File: config.mk
export PLATFORM = sky130hd
export DESIGN_NAME = fcvt_f2i
export DESIGN_NICKNAME = d
export VERILOG_FILES = /design/src/rtl/fpu_pkg.sv /design/src/rtl/fround_incr.sv /design/src/rtl/fcvt_f2i.sv
export SDC_FILE = /design/constraint.sdc
export NUM_CORES = 1
export LEC_CHECK = 0
export BUFFER_PORTS_ARGS = -buffer_cell sky130_fd_sc_hd__buf_2
export CORE_ASPECT_RATIO = 0.5
export CORE_MARGIN = 2
export CORE_UTILIZATION = 41
export DETAILED_ROUTE_END_ITERATION = 8
export SLEW_MARGIN = 10
export SYNTH_ARGS = -nofsm -noshare
export SYNTH_HDL_FRONTEND = slang
export SYNTH_HIERARCHICAL = 1
export SYNTH_SLANG_ARGS = --single-unit
File: constraint.sdc
create_clock -name fpu_clk -period 9.9 [get_ports fpu_clk]
set_input_delay 1.98 -clock fpu_clk [delete_from_list [all_inputs] [get_ports fpu_clk]]
set_output_delay 1.98 -clock fpu_clk [all_outputs]
set_load 0.005 [all_outputs]
File: src/rtl/fpu_pkg.sv
// Shared FPU definitions: rounding-mode and operand-class enums plus rm decoding.
package fpu_pkg;

  typedef enum logic [2:0] {
    RM_RNE = 3'd0,
    RM_RTZ = 3'd1,
    RM_RDN = 3'd2,
    RM_RUP = 3'd3,
    RM_RMM = 3'd4
  } fpu_rm_e;

  typedef enum logic [2:0] {
    CLS_ZERO    = 3'd0,
    CLS_SUBNORM = 3'd1,
    CLS_NORMAL  = 3'd2,
    CLS_INF     = 3'd3,
    CLS_NAN     = 3'd4
  } fpu_class_e;

  // Reserved encodings 5-7 fall back to round-to-nearest-even.
  function automatic fpu_rm_e decode_rm(input logic [2:0] rm_raw);
    fpu_rm_e rm;
    case (rm_raw)
      3'd1:    rm = RM_RTZ;
      3'd2:    rm = RM_RDN;
      3'd3:    rm = RM_RUP;
      3'd4:    rm = RM_RMM;
      default: rm = RM_RNE;
    endcase
    return rm;
  endfunction

endpackage

File: src/rtl/fround_incr.sv
// Rounding increment decision from rounding mode, sign, lsb, guard and sticky bits.
module fround_incr
  import fpu_pkg::*;
(
  input  fpu_rm_e rm,
  input  logic    sign,
  input  logic    lsb,
  input  logic    guard,
  input  logic    sticky,
  output logic    increment
);

  always_comb begin
    increment = 1'b0;
    case (rm)
      RM_RTZ:  increment = 1'b0;
      RM_RDN:  increment = sign & (guard | sticky);
      RM_RUP:  increment = ~sign & (guard | sticky);
      RM_RMM:  increment = guard;
      default: increment = guard & (sticky | lsb);
    endcase
  end

endmodule

File: src/rtl/fcvt_f2i.sv
// Float-to-integer converter, 2-stage valid/ready pipeline with saturation and flags.
// Optional sticky flag accumulator enabled by FCVT_F2I_STICKY_FLAGS_EN.
module fcvt_f2i
  import fpu_pkg::*;
#(
  parameter int EXPONENT_WIDTH   = 8,
  parameter int FRACTION_WIDTH   = 23,
  parameter int INT_WIDTH        = 32,
  parameter int BIASING_CONSTANT = 2 ** (EXPONENT_WIDTH - 1) - 1
) (
  input  logic                      fpu_clk,
  input  logic                      fpu_rst,
`ifdef FCVT_F2I_STICKY_FLAGS_EN
  input  logic                      fcvt_flags_clr_i,
  output logic [1:0]                fcvt_flags_sticky_o,
`endif
  input  logic                      fcvt_valid_i,
  output logic                      fcvt_ready_o,
  input  logic                      fcvt_sign_i,
  input  logic [EXPONENT_WIDTH-1:0] fcvt_exp_i,
  input  logic [FRACTION_WIDTH-1:0] fcvt_frac_i,
  input  logic [2:0]                fcvt_rm_i,
  input  logic                      fcvt_unsigned_i,
  output logic                      fcvt_valid_o,
  input  logic                      fcvt_ready_i,
  output logic [INT_WIDTH-1:0]      fcvt_int_o,
  output logic                      fcvt_invalid_o,
  output logic                      fcvt_inexact_o,
  output logic                      fcvt_zero_o
);

  localparam int EW  = EXPONENT_WIDTH;
  localparam int FW  = FRACTION_WIDTH;
  localparam int IW  = INT_WIDTH;
  localparam int SHW = $clog2(IW + 1);
  localparam int XW  = (EW + 2 > 8) ? EW + 2 : 8;
  localparam int WW  = FW + 1 + IW;

  localparam logic signed [XW-1:0] UNB_MAX   = XW'(IW);
  localparam logic        [IW+1:0] SMAX_MAG  = {3'b000, {(IW-1){1'b1}}};
  localparam logic        [IW+1:0] SMIN_MAG  = {3'b001, {(IW-1){1'b0}}};
  localparam logic        [IW+1:0] UMAX_MAG  = {2'b00, {IW{1'b1}}};
  localparam logic        [IW-1:0] INT_SMAX  = {1'b0, {(IW-1){1'b1}}};
  localparam logic        [IW-1:0] INT_SMIN  = {1'b1, {(IW-1){1'b0}}};

  typedef struct packed {
    logic             valid;
    logic             sign;
    logic             unsgn;
    fpu_rm_e          rm;
    fpu_class_e       cls;
    logic             huge;
    logic [FW:0]      mant;
    logic [SHW-1:0]   sh;
    logic             tguard;
    logic             tsticky;
  } s1_t;

  typedef struct packed {
    logic          valid;
    logic [IW-1:0] val;
    logic          invalid;
    logic          inexact;
    logic          zero;
  } res_t;

  s1_t  s1_d,  s1_q;
  res_t res_d, res_q;

  logic                 advance;
  logic signed [XW-1:0] exp_unb;
  logic                 exp_zero;
  logic                 exp_ones;
  logic                 frac_nz;

  assign advance  = fcvt_ready_o;
  assign exp_zero = (fcvt_exp_i == '0);
  assign exp_ones = &fcvt_exp_i;
  assign frac_nz  = |fcvt_frac_i;
  assign exp_unb  = $signed(XW'({2'b00, fcvt_exp_i})) - $signed(XW'(BIASING_CONSTANT));

  // Stage 1: classify and reduce the operand to mantissa + left-shift amount.
  // Magnitudes below 1 bypass the shifter via precomputed guard/sticky.
  always_comb begin
    s1_d = s1_q;
    if (advance) begin
      s1_d       = '0;
      s1_d.valid = fcvt_valid_i;
      s1_d.sign  = fcvt_sign_i;
      s1_d.unsgn = fcvt_unsigned_i;
      s1_d.rm    = decode_rm(fcvt_rm_i);
      if (exp_zero) begin
        s1_d.cls     = frac_nz ? CLS_SUBNORM : CLS_ZERO;
        s1_d.tsticky = frac_nz;
      end else if (exp_ones) begin
        s1_d.cls  = frac_nz ? CLS_NAN : CLS_INF;
        s1_d.huge = ~frac_nz;
      end else begin
        s1_d.cls = CLS_NORMAL;
        if (exp_unb[XW-1]) begin
          s1_d.tguard  = (exp_unb == '1);
          s1_d.tsticky = (exp_unb != '1) | frac_nz;
        end else if (exp_unb > UNB_MAX) begin
          s1_d.huge = 1'b1;
        end else begin
          s1_d.mant = {1'b1, fcvt_frac_i};
          s1_d.sh   = exp_unb[SHW-1:0];
        end
      end
    end
  end

  // Stage 2: shift, round, saturate.
  logic [WW-1:0]  wide;
  logic [IW:0]    int_mag;
  logic           guard;
  logic           sticky;
  logic           incr;
  logic [IW+1:0]  rnd_mag;
  logic [IW-1:0]  mag_lo;

  always_comb begin
    wide    = {{IW{1'b0}}, s1_q.mant} << s1_q.sh;
    int_mag = wide[WW-1:FW];
    guard   = wide[FW-1] | s1_q.tguard;
    sticky  = (|wide[FW-2:0]) | s1_q.tsticky;
  end

  fround_incr u_round (
    .rm        (s1_q.rm),
    .sign      (s1_q.sign),
    .lsb       (int_mag[0]),
    .guard     (guard),
    .sticky    (sticky),
    .increment (incr)
  );

  assign rnd_mag = {1'b0, int_mag} + {{(IW+1){1'b0}}, incr};
  assign mag_lo  = rnd_mag[IW-1:0];

  always_comb begin
    res_d = res_q;
    if (advance) begin
      res_d = '0;
      if (s1_q.valid) begin
        res_d.valid = 1'b1;
        if (s1_q.cls == CLS_NAN) begin
          res_d.invalid = 1'b1;
          res_d.val     = s1_q.unsgn ? '1 : INT_SMAX;
        end else if (s1_q.huge) begin
          res_d.invalid = 1'b1;
          if (s1_q.sign) res_d.val = s1_q.unsgn ? '0 : INT_SMIN;
          else           res_d.val = s1_q.unsgn ? '1 : INT_SMAX;
        end else if (s1_q.unsgn) begin
          if (!s1_q.sign) begin
            if (rnd_mag > UMAX_MAG) begin
              res_d.invalid = 1'b1;
              res_d.val     = '1;
            end else begin
              res_d.val = mag_lo;
            end
          end else if (rnd_mag != '0) begin
            res_d.invalid = 1'b1;
          end
        end else if (!s1_q.sign) begin
          if (rnd_mag > SMAX_MAG) begin
            res_d.invalid = 1'b1;
            res_d.val     = INT_SMAX;
          end else begin
            res_d.val = mag_lo;
          end
        end else begin
          if (rnd_mag > SMIN_MAG) begin
            res_d.invalid = 1'b1;
            res_d.val     = INT_SMIN;
          end else begin
            res_d.val = -mag_lo;
          end
        end
        res_d.inexact = ~res_d.invalid & (guard | sticky);
        res_d.zero    = (res_d.val == '0);
      end
    end
  end

  always_ff @(posedge fpu_clk or posedge fpu_rst) begin
    if (fpu_rst) begin
      s1_q  <= '0;
      res_q <= '0;
    end else begin
      s1_q  <= s1_d;
      res_q <= res_d;
    end
  end

`ifdef FCVT_F2I_STICKY_FLAGS_EN
  logic [1:0] sticky_d, sticky_q;

  always_comb begin
    sticky_d = sticky_q;
    if (fcvt_flags_clr_i) sticky_d = '0;
    if (res_q.valid && fcvt_ready_i) sticky_d = sticky_d | {res_q.invalid, res_q.inexact};
  end

  always_ff @(posedge fpu_clk or posedge fpu_rst) begin
    if (fpu_rst) sticky_q <= '0;
    else         sticky_q <= sticky_d;
  end

  assign fcvt_flags_sticky_o = sticky_q;
`endif

  assign fcvt_ready_o   = ~res_q.valid | fcvt_ready_i;
  assign fcvt_valid_o   = res_q.valid;
  assign fcvt_int_o     = res_q.val;
  assign fcvt_invalid_o = res_q.invalid;
  assign fcvt_inexact_o = res_q.inexact;
  assign fcvt_zero_o    = res_q.zero;

endmodule

After elaboration in Yosys (flattened, before gate mapping)
Index checks and enable logic that the tools add are counted.

Add/subtract/negate cells: 3. $lt $le $gt $ge: 4. Equality and inequality tests: 11. Shifts and indexed selects: 1. Muxes and demuxes: 32. Bitwise operators: 14. Reduce and logical (&&, ||, !) cells: 6.

Operators by type and width (number): $mux W32 (9); $mux W33 (6); $gt A34 B32 Y1 const B (2); $shl A24 B6 Y56 (1); $mux W36 (1); $add A33 B1 Y34 (1); $gt A34 B31 Y1 const B (1); $reduce_bool A34 Y1 (1); $logic_not A32 Y1 (1); $neg A32 Y32 (1); $mux W31 (1); $mux W30 (1); $reduce_or A23 Y1 (1); $reduce_or A22 Y1 (1); $eq A3 B2 Y1 const B (4); $pmux W3 S4 (1); $eq A10 B10 Y1 const B (1); $ne A10 B10 Y1 const B (1); $eq A3 B3 Y1 const B (3); $gt A9 B7 Y1 const B (1); $sub A8 B7 Y9 const B (1); $logic_not A8 Y1 (1); $mux W1 (8); $reduce_and A8 Y1 (1); 8 further kinds (21).

Register bits: 78. Input bits: 40. Output and inout port bits: 37. Logic and storage cells: 86.

Logic depth before layout (Yosys ltp)
Word-level depth: 18. Depth in mapped cells: 35. Mapped depth without buffers: 28.

Modules after synthesis
The synthesis kept the hierarchy.

Modules (own cells, without submodules): fcvt_f2i (times used 1, cells each 1080, area an instance 8640.8 um^2, seq. area each 1951.9 um^2); fround_incr (times used 1, cells each 7, area an instance 55.1 um^2, seq. area each 0.0 um^2).

Least setup slack after synthesis
No wires, ideal clock.

Path type: register to register. Start: reg s1_q[3] (netlist bit). End: reg res_q (netlist bit fcvt_zero_o). Library setup time: 0.067 ns. Arrival time: 7.038 ns. Required time: 9.833 ns. Path slack: 2.794 ns. Stages on the path, launching flop included: 34. Path buffers: 5. Clock period less this slack: 7.106 ns. Cells stage by stage: dfrtp_1 > buf_6 > buf_8 > buf_6 > buf_6 > mux4_2 > and2_1 > a21oi_1 > a22oi_1 > nor3b_1 > nand4_1 > nor4b_1 > o21ai_0 > nor4b_1 > a21oi_1 > or2_2 > nor2_1 > o21ai_0 > a311o_1 > ha_1 > ha_1 > o31a_1 > and2_1 > buf_4 > a2111oi_0 > a21oi_1 > nor4_4 > nand3_2 > o21ai_1 > o311ai_1 > or4_1 > or4b_1 > nor4_1 > a32o_1.

Cells in the longest elaborated chain, start to end: 17. Elaborated cells on any way between the ends: 27.

Ends and longest elaborated chain: start: declaration (line fcvt_f2i.sv:67) `s1_t s1_d, s1_q;`; start signal: assignment (line fcvt_f2i.sv:188) `s1_q <= '0;`; start signal: assignment (line fcvt_f2i.sv:191) `s1_q <= s1_d;`; $shl A24 B6 Y56 * (line fcvt_f2i.sv:123) `wide = {{IW{1'b0}}, s1_q.mant} << s1_q.sh;`; $reduce_or A22 Y1 * (line fcvt_f2i.sv:126) `sticky = (|wide[FW-2:0]) | s1_q.tsticky;`; $or A1 B1 Y1 * (line fcvt_f2i.sv:126); named net sticky (line fcvt_f2i.sv:117) `logic sticky;`; $or A1 B1 Y1, on equally long branches (line fround_incr.sv:20, fround_incr.sv:17, fround_incr.sv:18); $and A1 B1 Y1, on equally long branches (line fround_incr.sv:20, fround_incr.sv:17, fround_incr.sv:18); $pmux W1 S4 * (line fround_incr.sv:15) `case (rm)`; named net incr (line fcvt_f2i.sv:118) `logic incr;`; [3 not listed]; $mux W33 / $mux W32 (equally long branches) (line fcvt_f2i.sv:165, fcvt_f2i.sv:155); $mux W33 * (line fcvt_f2i.sv:154) `end else if (s1_q.unsgn) begin`; $mux W33 * (line fcvt_f2i.sv:150) `end else if (s1_q.huge) begin`; $mux W33 * (line fcvt_f2i.sv:147) `if (s1_q.cls == CLS_NAN) begin`; $mux W33 * (line fcvt_f2i.sv:145) `if (s1_q.valid) begin`; $mux W33 * (line fcvt_f2i.sv:143) `if (advance) begin`; $logic_not A32 Y1 * (line fcvt_f2i.sv:181) `res_d.zero = (res_d.val == '0);`; $mux W36 * (line fcvt_f2i.sv:145); end signal: assignment (line fcvt_f2i.sv:192) `res_q <= res_d;`; end: declaration (line fcvt_f2i.sv:68) `res_t res_d, res_q;`.

Mark *: on every way through the listed nets, which the timed path passes. The rest lies on a longest branch. The select of a mux whose other input is x is not followed. A chain may end at the register's enable or synchronous reset.

Worst setup path in the final report
Start: reg s1_q[2] (netlist bit). End: reg res_q (netlist bit fcvt_zero_o).

The elaborated chain is that of the path after synthesis.

==> flow_summary.json <==
{
  "rsz0062_at_grt": "no",
  "grt_use_total_pct": 30.8,
  "ys_ff_latch": 78,
  "cts_buffer_depth": 2,
  "slew_headroom_pct": 20.5,
  "fin_worst_skew_ps": 6.66,
  "io_buffer_count": 76,
  "path_max_fanout": 18,
  "cts_tree": "built",
  "setup_viol": 0,
  "yosys.area_share.adder_pct": 1.15,
  "clock-sinks": 78,
  "fin_nets": 1176,
  "grt_start_max_net_pins": 90,
  "fillers": 2132,
  "vias": 9543,
  "viasPerCell": 6.79,
  "syn_area_um2": 8700,
  "grt_pass1_wl_um": 53100,
  "final.period_utilization_pct": 88.9,
  "period_needed_ps": 8800,
  "n_antenna_cell": 0,
  "layout-drive-gt1-share_pct": 17.7,
  "cts_buffers": 9,
  "route.detailed.drc": 0,
  "synth_xor_area_share_pct": 3.42,
  "maxSlewViolCount": 0,
  "synth.distinct_cells": 99,
  "maxCapViolCount": 0,
  "fp.coreArea_um2": 20700,
  "hpwlAfterDp_um": 27100,
  "fmax_ghz": 0.114,
  "cts_hold_buffers": 0,
  "die_y_um": 107,
  "status": "finished, final reports clean",
  "syn_avg_cell_area_um2": 8.00,
  "cts-root-buf": "clkbuf_16",
  "worstPathRequired_ps": 10190,
  "synth_flop_cell": "dfrtp_1",
  "post-place-cells": 1390,
  "fp.dieArea_um2": 22500,
  "critPathMaxStageDelay_ps": 750,
  "drt_iter0_drc": 1380,
  "antenna_found_initial": 0,
  "cts_resized": 0,
  "synth_cells": 1087,
  "critPathSlowestCell": "dfrtp_1",
  "tightest_slew_ps": 1190,
  "syn2layout_area_growth_pct": 9.48,
  "clk_pin_slew_ps": 60,
  "synth_compound_area_share_pct": 29.5,
  "rrSetupSlack_ps": 1100,
  "ant_nets": 0,
  "synth_mux_area_share_pct": 11.2,
  "die_w_um": 210,
  "worstSkewPairLatency_ps": 350,
  "synth-edff-count": 0,
  "synth_seq_area_share_pct": 22.4,
  "overflow": 0,
  "dr.pass1.iters": 9,
  "io_pins": 77,
  "setup_tns_ps": 0,
  "async_reset_ff_share_pct": 100,
  "leakage_nw": 3.78,
  "layout_common_cells": "132 x nand2_1, 91 x o21ai_0, 78 x nor2_1",
  "yosys.area_share.simple_pct": 27.5,
  "design_area_um2": 9520,
  "postCtsSetupRepairBufs": 0,
  "final_common_cell": "nand2_1",
  "placed_area_um2": 9260,
  "rows": 37,
  "drt_wl_total_um": 34700,
  "p_per_area_nw_per_um2": 117,
  "fin_hold_ws_ps": 461,
  "start_util_pct": 42.0,
  "critical_path.endpoint_type": "flip-flop",
  "htree_levels": 3,
  "finalPower_w": 0.00111,
  "grt_pass1_vias": 8635,
  "wl_per_cell_um": 24.7,
  "syn_nets": 1135,
  "synth_top_family_by_area": "compound AO/OA/AOI/OAI gates",
  "final-hold-violation-count": 0,
  "routabilityCongestion": 1.04,
  "criticalPathCategory": "flip-flop to flip-flop",
  "arrival_ps": 9090,
  "synth_warnings": 6,
  "hold_path.class": "flip-flop to flip-flop",
  "fin_cells": 1405,
  "startpoint_type": "flip-flop",
  "vdd_drop_max_mv": 0.0949
}
-- power breakdown --
group | leakage, nW | internal [W] | switching, W
sequential | 1.05 | 0.000349 | 0.0000302
clock | 0.121 | 0.000169 | 0.000139
combinational | 2.61 | 0.000158 | 0.000268
-- final timing paths --
path / start / endpoint / depth (start not counted)
min reg2reg: fcvt_int_o[11] / fcvt_int_o[11] / 2
max reg2reg: s1_q[2] / fcvt_zero_o / 29
max: s1_q[2] / fcvt_zero_o / 29
min in group asynchronous: fpu_rst / fcvt_int_o[20] / 3
max in group asynchronous: fpu_rst / s1_q[3] / 3
min: fcvt_int_o[11] / fcvt_int_o[11] / 2
-- worst max-delay path: cells and delay by family (launching register included) --
kind | cells | cell delay, ps
DFF | 1 | 750
AOI/OAI and AO/OA | 12 | 2680
adders and majority gates | 2 | 440
muxes | 1 | 510
buffers and inverters | 1 | 330
and+or+nand+nor | 13 | 4020
-- registers in the layout, summed over array words and instances (netlist names) --
signal          cells
fcvt_valid_o        1
fcvt_zero_o         1
fcvt_int_o         32
fcvt_inexact_o      1
fcvt_invalid_o      1
s1_q               42
-- per-stage QoR --
stage	util [%]	worst slack (ps)
after global placement	44.7	1340
after detailed placement	44.7	1230
after CTS	46.0	1200
after floorplan	-	2790
final	46.0	1100
after global routing	46.0	374
-- synth_stat cells, types with 14 or more instances --
cell type / n / area [um2]
inv_1: 18 / 67.6
and2_1: 18 / 113
dfrtp_1: 78 / 1950
o21ai_0: 92 / 460
a22o_1: 40 / 350
a21oi_1: 54 / 270
mux2i_1: 35 / 350
a22oi_1: 15 / 113
xnor2_1: 22 / 193
nand2_1: 132 / 495
nand2b_1: 18 / 113
nor3_1: 27 / 135
clkbuf_1: 41 / 154
o22ai_1: 19 / 119
o211ai_1: 14 / 105
mux4_2: 21 / 473
a211oi_1: 14 / 105
nor4_1: 23 / 144
nand3_1: 43 / 215
nor2_1: 78 / 293
-- logic make-up after synthesis --
| logic type | after synthesis |
|---|---|
| AOI/OAI and AO/OA | 365 |
| xor gates and xnor gates | 34 |
| adders and majority gates | 8 |
| buffers and inverters | 89 |
| DFF | 78 |
| muxes | 69 |
| and+or+nand+nor | 444 |
-- layout make-up --
class,count,area (um2),area share [%]
clock buffer,10,229,2.41
multi-input combinational,920,6330,66.5
clock inverter,5,36.3,0.381
timing repair buffer,98,546,5.73
tap,273,342,3.59
sequential,78,1950,20.5
inverter,21,80.1,0.841
-- per-layer routing --
metal  routed length, um  part of all wire, %  GRT usage [%]
met3                2760                  8.0           5.01
met1               16000                   46           44.2
met4                 991                  2.9           9.02
met5                   0                    0              0
met2               14900                   43           47.7
Power figures use the tool's default switching activity.
